File: src/rtl/reloj_pkg.sv
// Shared types and limits for the HH:MM clock and its time-setting controller.
// The state encoding doubles as the editando output code.
package reloj_pkg;

  typedef enum logic [1:0] {
    IDLE    = 2'b00,
    EDIT_HH = 2'b01,
    EDIT_MM = 2'b10,
    COMMIT  = 2'b11
  } estado_ajuste_t;

  localparam logic [4:0] MAX_HORAS   = 5'd23;
  localparam logic [5:0] MAX_MINUTOS = 6'd59;

  // One inc/dec step with wrap at both ends; both requests together cancel out.
  function automatic logic [5:0] paso_campo(input logic [5:0] valor,
                                            input logic [5:0] maximo,
                                            input logic       sube,
                                            input logic       baja);
    paso_campo = valor;
    if (sube && !baja) begin
      paso_campo = (valor == maximo) ? 6'd0 : valor + 6'd1;
    end else if (baja && !sube) begin
      paso_campo = (valor == 6'd0) ? maximo : valor - 6'd1;
    end
  endfunction

endpackage

File: src/rtl/ajuste_hhmm_if.sv
// Link between the time-setting controller (master) and the clock counter (slave).
// establecer is active-low; the counter loads newHoras/newMinutos on clk1hz while it is low.
interface ajuste_hhmm_if;
  logic       clk1hz;
  logic [4:0] horasActual;
  logic [5:0] minutosActual;
  logic [4:0] newHoras;
  logic [5:0] newMinutos;
  logic       establecer;

  modport master (
    input  clk1hz, horasActual, minutosActual,
    output newHoras, newMinutos, establecer
  );

  modport slave (
    output clk1hz, horasActual, minutosActual,
    input  newHoras, newMinutos, establecer
  );
endinterface

File: src/rtl/ajuste_hhmm_antirrebote.sv
// Key conditioner: 2-flop sync, stability counter, registered press pulse (active-low key).
// Press pulse appears DEBOUNCE_CYCLES+2 cycles after a clean fall; nivel_o is the debounced held level.
module antirrebote #(
  parameter int DEBOUNCE_CYCLES = 50000
) (
  input  logic clk,
  input  logic reset,
  input  logic tecla_i,
  output logic pulso_o,
  output logic nivel_o
);

  localparam int CNT_W = (DEBOUNCE_CYCLES > 2) ? $clog2(DEBOUNCE_CYCLES) : 1;

  logic             sinc1_q, sinc2_q, estable_q, pulso_q;
  logic [CNT_W-1:0] cnt_q;

  always_ff @(posedge clk or negedge reset) begin
    if (!reset) begin
      sinc1_q   <= 1'b1;
      sinc2_q   <= 1'b1;
      estable_q <= 1'b1;
      pulso_q   <= 1'b0;
      cnt_q     <= '0;
    end else begin
      sinc1_q <= tecla_i;
      sinc2_q <= sinc1_q;
      pulso_q <= 1'b0;
      // Accept the new level only after it has differed for DEBOUNCE_CYCLES samples in a row.
      if (sinc2_q != estable_q) begin
        if (cnt_q == CNT_W'(DEBOUNCE_CYCLES - 1)) begin
          estable_q <= sinc2_q;
          pulso_q   <= ~sinc2_q;
          cnt_q     <= '0;
        end else begin
          cnt_q <= cnt_q + 1'b1;
        end
      end else begin
        cnt_q <= '0;
      end
    end
  end

  assign pulso_o = pulso_q;
  assign nivel_o = ~estable_q;

endmodule

File: src/rtl/ajuste_hhmm.sv
// Button-driven HH:MM setting FSM; key to output latency DEBOUNCE_CYCLES+3, establecer held low until a 1 Hz tick is seen.
// Optional auto-repeat of held inc/dec keys is built only when AUTOREPEAT_EN is defined.
module ajuste_hhmm
  import reloj_pkg::*;
#(
  parameter int DEBOUNCE_CYCLES = 50000,
  parameter int REPEAT_DELAY    = 25000000,
  parameter int REPEAT_PERIOD   = 5000000
) (
  input  logic          clk,
  input  logic          reset,
  input  logic          switch1,
  input  logic          btnSel,
  input  logic          btnInc,
  input  logic          btnDec,
  input  logic          btnSet,
  ajuste_hhmm_if.master bus,
  output logic [1:0]    editando
);

  // Key index: 0 sel, 1 inc, 2 dec, 3 set.
  logic [3:0] teclas, pulso, nivel;
  logic [1:0] paso;
  logic       unused_ok;

  assign teclas = {btnSet, btnDec, btnInc, btnSel};

  for (genvar i = 0; i < 4; i++) begin : g_tecla
    antirrebote #(.DEBOUNCE_CYCLES(DEBOUNCE_CYCLES)) u_antirrebote (
      .clk     (clk),
      .reset   (reset),
      .tecla_i (teclas[i]),
      .pulso_o (pulso[i]),
      .nivel_o (nivel[i])
    );
  end

`ifdef AUTOREPEAT_EN
  localparam int REP_MAX = (REPEAT_DELAY > REPEAT_PERIOD) ? REPEAT_DELAY : REPEAT_PERIOD;
  localparam int REP_W   = $clog2(REP_MAX + 1);

  for (genvar k = 0; k < 2; k++) begin : g_repite
    logic [REP_W-1:0] rep_cnt_q;
    logic             rep_fase_q;
    logic             disparo;

    // First repeat waits REPEAT_DELAY after the press step, later ones REPEAT_PERIOD.
    assign disparo = nivel[k+1] && !pulso[k+1] &&
                     (rep_cnt_q == (rep_fase_q ? REP_W'(REPEAT_PERIOD - 1)
                                               : REP_W'(REPEAT_DELAY - 1)));

    always_ff @(posedge clk or negedge reset) begin
      if (!reset) begin
        rep_cnt_q  <= '0;
        rep_fase_q <= 1'b0;
      end else if (pulso[k+1] || !nivel[k+1]) begin
        rep_cnt_q  <= '0;
        rep_fase_q <= 1'b0;
      end else if (disparo) begin
        rep_cnt_q  <= '0;
        rep_fase_q <= 1'b1;
      end else begin
        rep_cnt_q <= rep_cnt_q + 1'b1;
      end
    end

    assign paso[k] = pulso[k+1] | disparo;
  end

  assign unused_ok = ^{nivel[0], nivel[3]};
`else
  assign paso      = pulso[2:1];
  assign unused_ok = ^{nivel, REPEAT_DELAY, REPEAT_PERIOD};
`endif

  estado_ajuste_t estado_q;
  logic [4:0]     horas_q;
  logic [5:0]     minutos_q;
  logic           establecer_q, tick_q;
  logic [5:0]     horas_ext_d, minutos_d;
  logic           unused_bits;

  assign horas_ext_d = paso_campo({1'b0, horas_q}, {1'b0, MAX_HORAS}, paso[0], paso[1]);
  assign minutos_d   = paso_campo(minutos_q, MAX_MINUTOS, paso[0], paso[1]);
  assign unused_bits = horas_ext_d[5];

  always_ff @(posedge clk or negedge reset) begin
    if (!reset) begin
      estado_q     <= IDLE;
      horas_q      <= 5'd0;
      minutos_q    <= 6'd0;
      establecer_q <= 1'b1;
      tick_q       <= 1'b0;
    end else begin
      tick_q <= 1'b0;
      case (estado_q)
        IDLE: begin
          horas_q   <= bus.horasActual;
          minutos_q <= bus.minutosActual;
          if (switch1 && pulso[0]) estado_q <= EDIT_HH;
        end
        EDIT_HH, EDIT_MM: begin
          if (!switch1) begin
            estado_q <= IDLE;
          end else if (pulso[3]) begin
            estado_q     <= COMMIT;
            establecer_q <= 1'b0;
          end else if (pulso[0]) begin
            estado_q <= (estado_q == EDIT_HH) ? EDIT_MM : EDIT_HH;
          end else if (estado_q == EDIT_HH) begin
            horas_q <= horas_ext_d[4:0];
          end else begin
            minutos_q <= minutos_d;
          end
        end
        COMMIT: begin
          // Leave one cycle after the tick, so the counter samples establecer=0 on the tick itself.
          if (!switch1 || tick_q) begin
            estado_q     <= IDLE;
            establecer_q <= 1'b1;
          end else begin
            tick_q <= bus.clk1hz;
          end
        end
      endcase
    end
  end

  assign bus.newHoras   = horas_q;
  assign bus.newMinutos = minutos_q;
  assign bus.establecer = establecer_q;
  assign editando       = estado_q;

endmodule

File: src/flat_wrapper.sv
// flat-port wrapper written by rule: the top's interface ports become plain ports
module ajuste_hhmm_flat import reloj_pkg::*;
#(
  parameter int DEBOUNCE_CYCLES = 50000,
  parameter int REPEAT_DELAY    = 25000000,
  parameter int REPEAT_PERIOD   = 5000000
)
  (clk, reset, switch1, btnSel, btnInc, btnDec, btnSet, editando, bus_clk1hz, bus_horasActual, bus_minutosActual, bus_newHoras, bus_newMinutos, bus_establecer);
  ajuste_hhmm_if bus_i ();
  input  logic clk;
  input  logic reset;
  input  logic switch1;
  input  logic btnSel;
  input  logic btnInc;
  input  logic btnDec;
  input  logic btnSet;
  output logic [1:0] editando;
  input wire logic [$bits(bus_i.clk1hz)-1:0] bus_clk1hz;
  input wire logic [$bits(bus_i.horasActual)-1:0] bus_horasActual;
  input wire logic [$bits(bus_i.minutosActual)-1:0] bus_minutosActual;
  output wire logic [$bits(bus_i.newHoras)-1:0] bus_newHoras;
  output wire logic [$bits(bus_i.newMinutos)-1:0] bus_newMinutos;
  output wire logic [$bits(bus_i.establecer)-1:0] bus_establecer;
  assign bus_i.clk1hz = bus_clk1hz;
  assign bus_i.horasActual = bus_horasActual;
  assign bus_i.minutosActual = bus_minutosActual;
  assign bus_newHoras = bus_i.newHoras;
  assign bus_newMinutos = bus_i.newMinutos;
  assign bus_establecer = bus_i.establecer;
  ajuste_hhmm #(.DEBOUNCE_CYCLES(DEBOUNCE_CYCLES), .REPEAT_DELAY(REPEAT_DELAY), .REPEAT_PERIOD(REPEAT_PERIOD)) u_core (.clk(clk), .reset(reset), .switch1(switch1), .btnSel(btnSel), .btnInc(btnInc), .btnDec(btnDec), .btnSet(btnSet), .bus(bus_i), .editando(editando));
endmodule
File: config.mk
export PLATFORM = sky130hd
export DESIGN_NAME = ajuste_hhmm_flat
export DESIGN_NICKNAME = d
export VERILOG_FILES = /design/src/rtl/reloj_pkg.sv /design/src/rtl/ajuste_hhmm_if.sv /design/src/rtl/ajuste_hhmm_antirrebote.sv /design/src/rtl/ajuste_hhmm.sv /design/src/flat_wrapper.sv
export SDC_FILE = /design/constraint.sdc
export NUM_CORES = 1
export LEC_CHECK = 0
export CAP_MARGIN = 20
export CORE_MARGIN = 2
export CORE_UTILIZATION = 54
export DETAILED_ROUTE_END_ITERATION = 7
export GPL_ROUTABILITY_DRIVEN = 0
export GPL_TIMING_DRIVEN = 0
export PLACE_DENSITY = 0.74
export SYNTH_ARGS = -nofsm -noshare
export SYNTH_HDL_FRONTEND = slang
export SYNTH_SLANG_ARGS = --single-unit
File: constraint.sdc
create_clock -name clk -period 5.4 [get_ports clk]
set_input_delay 1.08 -clock clk [delete_from_list [all_inputs] [get_ports clk]]
set_output_delay 1.08 -clock clk [all_outputs]
set_load 0.01 [all_outputs]
==> summary.md <==
| Metric | Value |
|---|---|
| Final non-filler cell total | 654 |
| Die area | 9940 um2 |
| Later-pin clock latency in the skew report | 0.37 ns |
| Net switching power | 0.320 mW |
| Critical Path AT | 1.49 ns |
| Leading area contributor after synthesis | dfrtp_1 |
| Seq/Total Area, Yosys | 48.4% |
| Combinational power share | 7.1% |
| Setup Skew | 0.0179 ns |
| CP Capture Type | primary output |
| Setup CP Type | reg -> out |
| Ant. Diodes | 0 |
| CTS sink cnt | 95 |
| Outcome | finished clean |
| Remaining DRCs | 0 |
| Final setup fails | 0 |
| CP startpoint kind | register |
| Yosys top cell area share | 41.5% |
| Synth Warn # | 0 |
| Sequential Area | 2390 um2 |
| Hold_buf cts | 0 |
| Most common flop cell mapped by yosys | dfrtp_1 |
| Measured slew at the worst slew-check pin | 0.502 ns |
| Cts bufs inserted | 9 |
| Row cnt | 34 |
| P&R area growth vs syn | 14.1% |
| Layout cells sized above 1 | 12.1% |
| First-pass GRT wire length | 16300 um |
| Clock transition at path regs | 0.09 ns |
| Period minus WS final | 2.57 ns |
| Share of flip-flops with an asynchronous set or reset | 100% |
| Static Leakage | 2.46 nW |
| I/O pin count | 33 |
| Post-route ant nets | 0 |
| Hold crit path type | reg -> reg |
| Power per Cell Area | 240 nW/um2 |
| Clock Tree Buf Depth | 2 |
| Yosys cell types | 64 |
| Hold Vio Cnt, Final | 0 |
| Global route overflow | 0 |
| Largest net degree at the start of global routing | 65 |
| Crit-path cells | clkdlybuf4s50_1 |
| Initial Util | 56.2% |
| # resized after CTS | 0 |
| Grt met1 use | 27.7% |
| Total track usage | 20.1% |
| Met3 GRT Util | 3.02% |
| Flop pwr share | 54.9% |
| Count leader, synth | dfrtp_1 |
| Drt pass-1 iters | 4 |
| Fin. max-slew vios | 0 |
| Global routing usage on met2 | 32.5% |
| Die outline width | 99.7 um |
| Final critical-path share of the clock period | 47.6% |
| Synth Register Bits | 95 |
| Core box area | 8810 um2 |
| CP top delay family | buffers and inverters |
| Slowest stage delay, CP | 0.60 ns |
| Sw frac | 23.6% |
| Int Pwr | 1.04 mW |
| Largest cells by area after synthesis | dfrtp_1 41%, dfstp_2 6.9%, nor2_1 6.1% |
| DIE HEIGHT | 99.7 um |
| Critical-path top delay cell | clkdlybuf4s50_1 |
| Post-Route WL | 9240 um |
| FILL cells | 732 |
| Number of global-route vias before repair | 3625 |
| Cell Area, Placed | 5430 um2 |
| Final instance area | 5650 um2 |
| Worst relative slew slack | 66.5% |
| Worst-path maximum fanout | 9 |
| Number of synthesized flops with an enable pin | 0 |
| Final Util | 64.1% |
| I/O Buffers | 32 |
| Starting DRT DRC Count | 129 |
| H-Tree Depth | 3 |
| Average wire per standard cell | 14.1 um |
| F_max | 389 MHz |
| R2R Setup Slk | 3.32 ns |
| Multi-input logic area | 2410 um2 |
| Placed insts | 638 |
| Syn_area_per_cell | 9.95 um2 |
| Initial antenna violation count | 0 |
| Peak VDD IR | 0.000145 V |
| Vias/cell | 5.64 |
| # Post-CTS Setup Buffers | 0 |
| Syn_nets | 530 |
| Most frequent cells after synthesis | 82 x dfrtp_1, 81 x nor2_1, 39 x nand2_1, 33 x xor2_1, 32 x xnor2_1 |
| RSZ-0062 raised after global routing | false |
| Most Used Layer, Global Route | met2 |
| Clock group share of total power | 38.0% |
| CTS tree | done |
| Cell count after synthesis | 497 |
| Max Cap Viol | 0 |
| Req. time, crit path | 4.32 ns |
| CTS root buf | clkbuf_8 |
| Crit path buffers/inverters | 1 |
| Nets | 574 |
| Routed vias | 3688 |
| Hpwl dp | 6390 um |
| Synthesized area | 4950 um2 |
-- final timing paths --
kind                                                              to                               startpoint  cells after the start
setup / recovery                                   bus_newMinutos[1]                 u_core.bus.newMinutos[1]                      1
hold / removal               u_core.g_tecla[1].u_antirrebote.sinc2_q  u_core.g_tecla[1].u_antirrebote.sinc1_q                      0
setup reg to reg                            u_core.bus.newMinutos[2]                       u_core.editando[0]                      8
hold reg to reg              u_core.g_tecla[1].u_antirrebote.sinc2_q  u_core.g_tecla[1].u_antirrebote.sinc1_q                      0
max in group asynchronous  u_core.g_tecla[3].u_antirrebote.estable_q                                    reset                      2
min in group asynchronous                     u_core.bus.newHoras[3]                                    reset                      1
-- worst register-to-register path: cells and delay by family (launching register included) --
family	cells	cell delay (ns)
AOI/OAI and AO/OA	3	0.45
adders and majority gates	1	0.31
and+or+nand+nor	1	0.32
DFF	1	0.44
buffers and inverters	3	0.45
-- cell usage in the layout, fill, tap and decap left out, drive strengths merged, types with 2 or more instances in the layout --
master and count:
a21oi 12, a31oi 6, and3 16, and4 2, buf 13, bufinv 2
clkbuf 13, clkdlybuf4s50 31, clkinv 3, dfrtp 82, dfstp 13, ha 14
inv 16, mux2 5, mux2i 5, nand2 42, nand2b 5, nand3 29
nand3b 2, nand4 14, nand4bb 2, nor2 82, nor2b 3, nor3 18
nor3b 5, nor4 5, nor4b 3, o211ai 6, o21ai 10, o221ai 2
or2 2, xnor2 32, xor2 33
-- per-layer routing --
layer	up-vias	wire length, um
met4	0	144
met2	83	4350
met3	11	390
li1	1795	-
met5	-	0
met1	1799	4360
-- cell families (layout without fill, tap and decap cells) --
logic type / count (synthesis) / after routing / synth area share [%]
fa+ha+maj: 14 / 14 / 3.54
simple gates: 234 / 234 / 24.9
flops: 95 / 95 / 48.4
mux: 10 / 10 / 2.15
buf+inv: 30 / 79 / 2.96
xor+xnor: 65 / 65 / 11.5
compound gates: 49 / 49 / 6.58
-- final cells by class --
cell class,instances,share of cell area [%]
Inverter,15,0.997
Buffer,15,1.60
Clock inverter,7,1.68
Timing Repair Buffer,33,6.12
Clock buffer,9,2.19
Sequential cell,95,42.4
Multi-Input combinational cell,372,42.6
Tap cell,108,2.39
-- power by group through the flow --
stage	clock, mW	sequential (mW)	combinational [mW]
2_1_floorplan	0	0.756	0.0449
3_3_place_gp	0	0.757	0.0918
3_5_place_dp	0	0.757	0.0967
4_1_cts	0.532	0.744	0.0977
5_1_grt	0.559	0.747	0.108
6_report	0.516	0.744	0.0964
-- registers in the layout (all words and copies together), names as in the netlist, 2 cells and up --
signal	cells
u_core.g_tecla.u_antirrebote.cnt_q	64
u_core.bus.newMinutos	6
u_core.bus.newHoras	5
u_core.g_tecla.u_antirrebote.estable_q	4
u_core.g_tecla.u_antirrebote.pulso_o	4
u_core.g_tecla.u_antirrebote.sinc1_q	4
u_core.g_tecla.u_antirrebote.sinc2_q	4
u_core.editando	2
-- through the flow --
stage | setup TNS, ns | setup slack, ns | hold slack, ns | power (mW)
floorplan | 0 | 3.42 | 0.345 | 0.801
global placement | -18.57 | -0.235 | 0.347 | 0.849
detailed placement | 0 | 2.69 | 0.347 | 0.854
CTS | 0 | 2.81 | 0.357 | 1.37
global route | 0 | 2.74 | 0.356 | 1.41
finish | 0 | 2.83 | 0.351 | 1.36
Note: power is estimated with default switching activity, not from simulation.
